**config.mk**
```make
export PLATFORM = sky130hd
export DESIGN_NAME = pkt_wr_sched
export DESIGN_NICKNAME = d
export VERILOG_FILES = /design/src/rtl/pkt_wr_sched_pkg.sv /design/src/rtl/pkt_wr_sched_desc_fifo.sv /design/src/rtl/pkt_wr_sched.sv
export SDC_FILE = /design/constraint.sdc
export NUM_CORES = 1
export LEC_CHECK = 0
export CAP_MARGIN = 0
export CORE_MARGIN = 8
export CORE_UTILIZATION = 55
export CTS_BUF_LIST = sky130_fd_sc_hd__clkbuf_4 sky130_fd_sc_hd__clkbuf_8
export DETAILED_ROUTE_END_ITERATION = 6
export DONT_BUFFER_PORTS = 1
export PLACE_DENSITY = 0.73
export SLEW_MARGIN = 20
export SYNTH_ARGS = -nofsm -noshare
export SYNTH_HDL_FRONTEND = slang
export SYNTH_SLANG_ARGS = --single-unit
```
**constraint.sdc**
```tcl
create_clock -name clk -period 8.6 [get_ports clk]
set_input_delay 0.43 -clock clk [delete_from_list [all_inputs] [get_ports clk]]
set_output_delay 0.43 -clock clk [all_outputs]
set_load 0.005 [all_outputs]
```
**src/rtl/pkt_wr_sched_pkg.sv**
```systemverilog
// Shared types and constants for the packet write scheduler.
package pkt_wr_pkg;

    localparam int unsigned WORD_BYTES = 4;

    typedef enum logic [2:0] {
        IDLE,
        LOAD,
        CHECK,
        ISSUE,
        WAIT,
        COMMIT
    } state_t;

    // Packet descriptor: byte offsets, end is exclusive.
    typedef struct packed {
        logic [31:0] pkt_begin;
        logic [31:0] pkt_end;
    } desc_t;

    // A packet is unusable if empty, not whole words, or larger than the limit.
    function automatic logic desc_malformed(input logic [31:0] len,
                                            input logic [31:0] max_bytes);
        return (len == '0) || (len[1:0] != 2'b00) || (len > max_bytes);
    endfunction

endpackage

```
**src/rtl/pkt_wr_sched_desc_fifo.sv**
```systemverilog
// First-word-fall-through descriptor queue; a push into a full queue is
// accepted when a pop happens in the same cycle.
module desc_fifo
    import pkt_wr_pkg::*;
#(
    parameter int unsigned DEPTH = 8
) (
    input  logic  clk,
    input  logic  reset,
    input  logic  push,
    input  desc_t wr_data,
    input  logic  pop,
    output desc_t rd_data,
    output logic  full,
    output logic  empty
);

    localparam int unsigned AW = $clog2(DEPTH);

    typedef logic [AW:0]   cnt_t;
    typedef logic [AW-1:0] idx_t;

    localparam cnt_t CNT_FULL = cnt_t'(DEPTH);
    localparam cnt_t CNT_ONE  = cnt_t'(1);
    localparam idx_t IDX_ONE  = idx_t'(1);

    desc_t mem_q [DEPTH];
    idx_t  wr_idx_q;
    idx_t  rd_idx_q;
    cnt_t  cnt_q;
    logic  push_ok;
    logic  pop_ok;

    assign full    = (cnt_q == CNT_FULL);
    assign empty   = (cnt_q == '0);
    assign rd_data = mem_q[rd_idx_q];
    assign pop_ok  = pop && !empty;
    assign push_ok = push && (!full || pop_ok);

    // Storage array; contents need no reset because occupancy gates reads.
    always_ff @(posedge clk) begin
        if (push_ok) begin
            mem_q[wr_idx_q] <= wr_data;
        end
    end

    // Read/write indices and occupancy count.
    always_ff @(posedge clk) begin
        if (!reset) begin
            wr_idx_q <= '0;
            rd_idx_q <= '0;
            cnt_q    <= '0;
        end else begin
            if (push_ok) begin
                wr_idx_q <= wr_idx_q + IDX_ONE;
            end
            if (pop_ok) begin
                rd_idx_q <= rd_idx_q + IDX_ONE;
            end
            if (push_ok && !pop_ok) begin
                cnt_q <= cnt_q + CNT_ONE;
            end else if (pop_ok && !push_ok) begin
                cnt_q <= cnt_q - CNT_ONE;
            end
        end
    end

endmodule

```
**src/rtl/pkt_wr_sched.sv**
```systemverilog
// Schedules captured-packet writes into a host ring buffer: queues
// descriptors, waits for ring space, issues one wr_ctrl burst per packet
// and advances the producer pointer with wrap.
module pkt_wr_sched
    import pkt_wr_pkg::*;
#(
    parameter int unsigned DESC_DEPTH = 8,
    parameter logic [31:0] RING_BASE  = 32'h0,
    parameter logic [31:0] RING_SIZE  = 32'h100000,
    parameter int unsigned MAX_WORDS  = 256,
    parameter int unsigned TIMEOUT    = 65535
) (
    input  logic        clk,
    input  logic        reset,
    input  logic        enable,
    input  logic        desc_valid,
    input  logic [31:0] desc_begin,
    input  logic [31:0] desc_end,
    output logic        desc_ready,
    input  logic [31:0] host_rd_ptr,
    output logic        wc_start,
    output logic [31:0] wc_pkt_begin,
    output logic [31:0] wc_pkt_end,
    output logic [31:0] wc_wr_addr,
    input  logic        wc_rdy,
    output logic [31:0] wr_ptr,
    output logic [31:0] pkt_count,
    output logic [15:0] drop_count,
    output logic        timeout_err,
    output logic        irq
);

    localparam logic [31:0] MAX_BYTES = 32'(MAX_WORDS * WORD_BYTES);
    localparam logic [31:0] RESERVE   = 32'(WORD_BYTES);
    localparam logic [31:0] TMO_LAST  = 32'(TIMEOUT - 1);

    state_t      state_q, state_d;
    desc_t       cur_q, cur_d;
    logic [31:0] len_q, len_d;
    logic [31:0] wr_ptr_q, wr_ptr_d;
    logic [31:0] addr_q, addr_d;
    logic [31:0] pkt_cnt_q, pkt_cnt_d;
    logic [15:0] drop_q, drop_d;
    logic        tmo_q, tmo_d;
    logic [31:0] wcnt_q, wcnt_d;
    logic        rdy_prev_q;

    desc_t       head;
    logic        fifo_full;
    logic        fifo_empty;
    logic        fifo_pop;
    logic        fifo_push;

    logic [31:0] used;
    logic [31:0] free_bytes;
    logic [32:0] end_sum;
    logic        wrap;
    logic [32:0] need;
    logic        bad_len;
    logic [31:0] commit_ptr;

    assign desc_ready = !fifo_full;
    assign fifo_push  = desc_valid && !fifo_full;

    desc_fifo #(
        .DEPTH (DESC_DEPTH)
    ) u_fifo (
        .clk     (clk),
        .reset   (reset),
        .push    (fifo_push),
        .wr_data ('{pkt_begin: desc_begin, pkt_end: desc_end}),
        .pop     (fifo_pop),
        .rd_data (head),
        .full    (fifo_full),
        .empty   (fifo_empty)
    );

    // Ring occupancy, wrap decision and space requirement for the loaded packet.
    always_comb begin
        used       = (wr_ptr_q >= host_rd_ptr) ? (wr_ptr_q - host_rd_ptr)
                                               : (wr_ptr_q + RING_SIZE - host_rd_ptr);
        free_bytes = RING_SIZE - RESERVE - used;
        end_sum    = {1'b0, wr_ptr_q} + {1'b0, len_q};
        wrap       = (end_sum > {1'b0, RING_SIZE});
        need       = wrap ? ({1'b0, len_q} + {1'b0, RING_SIZE - wr_ptr_q})
                          : {1'b0, len_q};
        bad_len    = desc_malformed(len_q, MAX_BYTES);
        commit_ptr = (end_sum[31:0] == RING_SIZE) ? '0 : end_sum[31:0];
    end

    // Next-state logic, register next values and single-cycle pulses.
    always_comb begin
        state_d   = state_q;
        cur_d     = cur_q;
        len_d     = len_q;
        wr_ptr_d  = wr_ptr_q;
        addr_d    = addr_q;
        pkt_cnt_d = pkt_cnt_q;
        drop_d    = drop_q;
        tmo_d     = tmo_q;
        wcnt_d    = wcnt_q;
        fifo_pop  = 1'b0;
        wc_start  = 1'b0;
        irq       = 1'b0;
        case (state_q)
            IDLE: begin
                if (enable && !fifo_empty) begin
                    state_d = LOAD;
                end
            end
            LOAD: begin
                fifo_pop = 1'b1;
                cur_d    = head;
                len_d    = head.pkt_end - head.pkt_begin;
                state_d  = CHECK;
            end
            CHECK: begin
                if (bad_len) begin
                    if (drop_q != '1) begin
                        drop_d = drop_q + 16'd1;
                    end
                    state_d = IDLE;
                end else if (need > {1'b0, free_bytes}) begin
                    state_d = CHECK;
                end else begin
                    if (wrap) begin
                        wr_ptr_d = '0;
                        addr_d   = RING_BASE;
                    end else begin
                        addr_d   = RING_BASE + wr_ptr_q;
                    end
                    wcnt_d  = '0;
                    state_d = ISSUE;
                end
            end
            ISSUE: begin
                wc_start = 1'b1;
                state_d  = WAIT;
            end
            WAIT: begin
                // Only a fresh rising edge counts; a level already high at issue is stale.
                if (wc_rdy && !rdy_prev_q) begin
                    state_d = COMMIT;
                end else if (wcnt_q == TMO_LAST) begin
                    tmo_d   = 1'b1;
                    state_d = IDLE;
                end else begin
                    wcnt_d = wcnt_q + 32'd1;
                end
            end
            COMMIT: begin
                irq       = 1'b1;
                wr_ptr_d  = commit_ptr;
                pkt_cnt_d = pkt_cnt_q + 32'd1;
                state_d   = IDLE;
            end
            default: begin
                state_d = IDLE;
            end
        endcase
    end

    // State and datapath registers with synchronous active-low reset.
    always_ff @(posedge clk) begin
        if (!reset) begin
            state_q    <= IDLE;
            cur_q      <= '0;
            len_q      <= '0;
            wr_ptr_q   <= '0;
            addr_q     <= '0;
            pkt_cnt_q  <= '0;
            drop_q     <= '0;
            tmo_q      <= 1'b0;
            wcnt_q     <= '0;
            rdy_prev_q <= 1'b0;
        end else begin
            state_q    <= state_d;
            cur_q      <= cur_d;
            len_q      <= len_d;
            wr_ptr_q   <= wr_ptr_d;
            addr_q     <= addr_d;
            pkt_cnt_q  <= pkt_cnt_d;
            drop_q     <= drop_d;
            tmo_q      <= tmo_d;
            wcnt_q     <= wcnt_d;
            rdy_prev_q <= wc_rdy;
        end
    end

    assign wc_pkt_begin = cur_q.pkt_begin;
    assign wc_pkt_end   = cur_q.pkt_end;
    assign wc_wr_addr   = addr_q;
    assign wr_ptr       = wr_ptr_q;
    assign pkt_count    = pkt_cnt_q;
    assign drop_count   = drop_q;
    assign timeout_err  = tmo_q;

endmodule

```
==> impl_metrics.prom <==
# TYPE chip_impl_metric gauge
chip_impl_metric{name="synth_enable_flop_cells",unit=""} 512
chip_impl_metric{name="switchingPower",unit="mW"} 4.61
chip_impl_metric{name="numCtsBuffers",unit=""} 130
chip_impl_metric{name="number_of_design_rule_violations_left_after_detail_routing",unit=""} 0
chip_impl_info{name="clock-root-buffer",value="clkbuf_8"} 1
chip_impl_info{name="mostFrequentLayoutCells",value="512 x edfxtp_1, 303 x nor2_1, 255 x dfxtp_1"} 1
chip_impl_metric{name="worst_hold_slack_after_final_layout",unit="ps"} 44.1
chip_impl_metric{name="power_leakage",unit="nW"} 16.4
chip_impl_metric{name="grt_start_max_net_pins",unit=""} 125
chip_impl_metric{name="place.port_buffers",unit=""} 0
chip_impl_metric{name="grtUsageTotal",unit=""} 0.252
chip_impl_metric{name="start_util",unit=""} 0.553
chip_impl_metric{name="grt_pass1_wl",unit="mm"} 161
chip_impl_metric{name="p_int",unit="mW"} 7.95
chip_impl_metric{name="clockBufferDepth",unit=""} 3
chip_impl_metric{name="postSynth.asyncResetShare",unit=""} 0
chip_impl_info{name="worst_setup_path_type",value="reg2reg"} 1
chip_impl_metric{name="mean_cell_area_of_the_mapped_netlist",unit="um2"} 11.7
chip_impl_metric{name="max_cap_violations",unit=""} 0
chip_impl_metric{name="ys_types",unit=""} 85
chip_impl_metric{name="power_density",unit="nW/um2"} 279
chip_impl_metric{name="reg2reg_slack",unit="ps"} 730
chip_impl_metric{name="ant_nets",unit=""} 0
chip_impl_metric{name="grt_remaining_overflow",unit=""} 0
chip_impl_metric{name="drt-vias-per-instance",unit=""} 6.06
chip_impl_info{name="netlist.top_cell.by_area",value="edfxtp_1"} 1
chip_impl_info{name="tritoncts_clock_tree",value="done"} 1
chip_impl_info{name="layout.cells.most_common",value="edfxtp_1"} 1
chip_impl_info{name="worstSetupStartpointType",value="flop"} 1
chip_impl_metric{name="seq_power_share",unit=""} 0.366
chip_impl_metric{name="total_power_after_layout",unit="mW"} 12.6
chip_impl_metric{name="final_layout_size_suffix_gt1_frac",unit=""} 0.143
chip_impl_metric{name="floorplan.die_area",unit="um2"} 82000
chip_impl_metric{name="dp_hpwl",unit="mm"} 73.3
chip_impl_metric{name="synth-seq-cells",unit=""} 770
chip_impl_metric{name="finish.instance_area",unit="um2"} 45000
chip_impl_metric{name="placementRows",unit=""} 99
chip_impl_metric{name="fin_tns_setup",unit="ps"} 0
chip_impl_metric{name="multiInputGateArea",unit="um2"} 18700
chip_impl_metric{name="path_clk_slew",unit="ps"} 60
chip_impl_metric{name="final-setup-viol-count",unit=""} 0
chip_impl_metric{name="clock_tree.htree_level_count",unit=""} 4
chip_impl_metric{name="max_clock_freq",unit="MHz"} 127
chip_impl_metric{name="post_synth_instance_area",unit="um2"} 40200
chip_impl_metric{name="period_share",unit=""} 0.915
chip_impl_info{name="synth_top_cells_by_area",value="edfxtp_1 38%, dfxtp_1 13%, mux4_2 7.2%"} 1
chip_impl_metric{name="hold_viol",unit=""} 0
chip_impl_metric{name="period_minus_slack",unit="ps"} 7870
chip_impl_metric{name="synth_seq_area_share",unit=""} 0.511
chip_impl_metric{name="mappedNetlistNets",unit=""} 3759
chip_impl_metric{name="area.sequential",unit="um2"} 20600
chip_impl_metric{name="gp_routability_congestion",unit=""} 0.932
chip_impl_metric{name="netSwitchingFraction",unit=""} 0.367
chip_impl_metric{name="finalMaxSlewViolations",unit=""} 0
chip_impl_metric{name="critical_path_peak_fanout",unit=""} 20
chip_impl_metric{name="timing.slew.headroom",unit=""} 0.258
chip_impl_info{name="status",value="complete, no violations"} 1
chip_impl_metric{name="yosysWarnings",unit=""} 0
chip_impl_metric{name="die_h",unit="um"} 286
chip_impl_info{name="hold_path.class",value="in2reg"} 1
chip_impl_metric{name="tritoncts_num_sinks",unit=""} 770
chip_impl_metric{name="power.ir.vdd_worst",unit="mV"} 0.235
chip_impl_metric{name="power.share.clock",unit=""} 0.278
chip_impl_metric{name="dr.pass1.iters",unit=""} 5
chip_impl_metric{name="detailedRoute.firstIterationViolations",unit=""} 2407
chip_impl_metric{name="area.growth.synth_to_final",unit="%"} 12.0
chip_impl_metric{name="wl_per_cell",unit="um"} 22.8
chip_impl_metric{name="fillCellCount",unit=""} 5612
chip_impl_metric{name="num_vias",unit=""} 28000
chip_impl_metric{name="critical_path_arrival",unit="ps"} 8530
chip_impl_info{name="timing.critical_path.to_type",value="flop"} 1
chip_impl_metric{name="routed_wire_length",unit="mm"} 106
chip_impl_metric{name="place_area",unit="um2"} 41500
chip_impl_info{name="rsz0062_at_grt",value="false"} 1
chip_impl_metric{name="first_global_vias",unit=""} 27500
chip_impl_metric{name="combPwrFrac",unit=""} 0.357
chip_impl_metric{name="worst_skew_pair.late_latency",unit="ps"} 800
chip_impl_metric{name="top_level_ports",unit=""} 281
chip_impl_metric{name="cp_data_required_time",unit="ps"} 9260
chip_impl_metric{name="die_x",unit="um"} 286
chip_impl_metric{name="finalNetCount",unit=""} 3892
chip_impl_metric{name="synth_top_cell_area_share",unit=""} 0.382
chip_impl_metric{name="fin_worst_skew",unit="ps"} 46.7
chip_impl_metric{name="grt_antenna_before_repair",unit=""} 8
chip_impl_metric{name="postSynthCellCount",unit=""} 3423
chip_impl_metric{name="core_region_area",unit="um2"} 72700
chip_impl_info{name="synth_ff_type",value="edfxtp_1"} 1
chip_impl_metric{name="worst_pin_slew",unit="ps"} 1110
sequential cells by signal, summed over array words and instances (netlist names), named ones only:
register,count
pkt_count,32
timeout_err,1
wr_ptr,32
rdy_prev_q,1
wc_wr_addr,32
wcnt_q,32
drop_count,16
u_fifo.mem_q,512
u_fifo.wr_idx_q,3
u_fifo.rd_idx_q,3
state_q,3
len_q,32
wc_pkt_begin,32
u_fifo.cnt_q,4
wc_pkt_end,32
cell usage after synthesis, drive strengths merged, types with 28 or more instances:
master  number
xor2       114
xnor2      151
o211ai      28
a21o        61
nand2      226
dfxtp      258
mux2        32
edfxtp     512
mux4       128
a21oi      204
fa          35
mux2i       52
nor3       117
nand4       41
buf         38
and3        39
clkbuf     105
nand3       91
ha         200
o21ai       95
nor4        32
inv        127
a211oi      63
nor2       307
a31oi       28
routing by layer:
layer / wire, um / global-route usage / up-vias
met5: 12 / 0 / -
met4: 3100 / 0.0900 / 2
met3: 8490 / 0.0535 / 169
met2: 50700 / 0.415 / 1042
met1: 43300 / 0.329 / 13700
li1: - / - / 13100
logic make-up after synthesis:
group | share of synthesized area
AOI/OAI and AO/OA | 0.112
buffers and inverters | 0.0262
and+or+nand+nor | 0.120
xor gates and xnor gates | 0.0577
adders and majority gates | 0.0797
DFF | 0.511
muxes | 0.0936
worst max-delay path, stage by stage, from the launching register on:
cell and delay, ps:
dfxtp_1 550, ha_1 330, fa_1 460, or3_1 370, or4_1 530, nor4_1 240
buf_4 170, nand4_1 130, or4_1 540, a211o_1 410, nor3_4 430, buf_4 340
o21ai_0 160, ha_1 330, nand4_1 140, nor2_1 50, a211oi_1 180, o21ai_0 150
a221oi_1 390, o221ai_1 190, a31o_2 270, o41ai_4 420, buf_6 240, buf_4 200
o2111ai_1 160, xnor2_1 160, and2_1 150
cell type report:
cell class,count,share of cell area
antenna,7,0.000389
inverter,127,0.0108
multi-input combinational,2383,0.415
clock buffer,189,0.0514
timing repair buffer,144,0.0284
tap,959,0.0266
clock inverter,47,0.0111
sequential,770,0.456
through the flow:
stage / std cells / setup WS [ps] / util
6_report: 4626 / 735 / 0.619
4_1_cts: 4618 / 391 / 0.619
5_1_grt: 4624 / 156 / 0.619
3_5_place_dp: 4315 / 442 / 0.571
2_1_floorplan: 3423 / 1190 / -
3_3_place_gp: 4315 / 507 / 0.571
final timing paths:
kind | from | endpoint | depth (start not counted)
worst max-delay path | wr_ptr[0] | wcnt_q[31] | 26
worst min register to register | wc_wr_addr[17] | wc_wr_addr[17] | 2
worst max register to register | wr_ptr[0] | wcnt_q[31] | 26
worst min-delay path | reset | drop_count[11] | 2
power by group through the flow:
stage / Combinational [mW] / Sequential [mW] / Clock (mW)
after CTS: 4.46 / 4.59 / 3.55
final: 4.48 / 4.59 / 3.48
after global routing: 4.94 / 4.62 / 3.71
after global placement: 4.33 / 4.65 / 0
after detailed placement: 4.38 / 4.67 / 0
after floorplan: 3.19 / 4.54 / 0
timing repair:
item,in CTS,in global routing
endpoints found under the hold margin,529,0
hold buffers,67,0
setup buffers,0,0
gates resized for setup,0,0
Power figures use the tool's default switching activity.
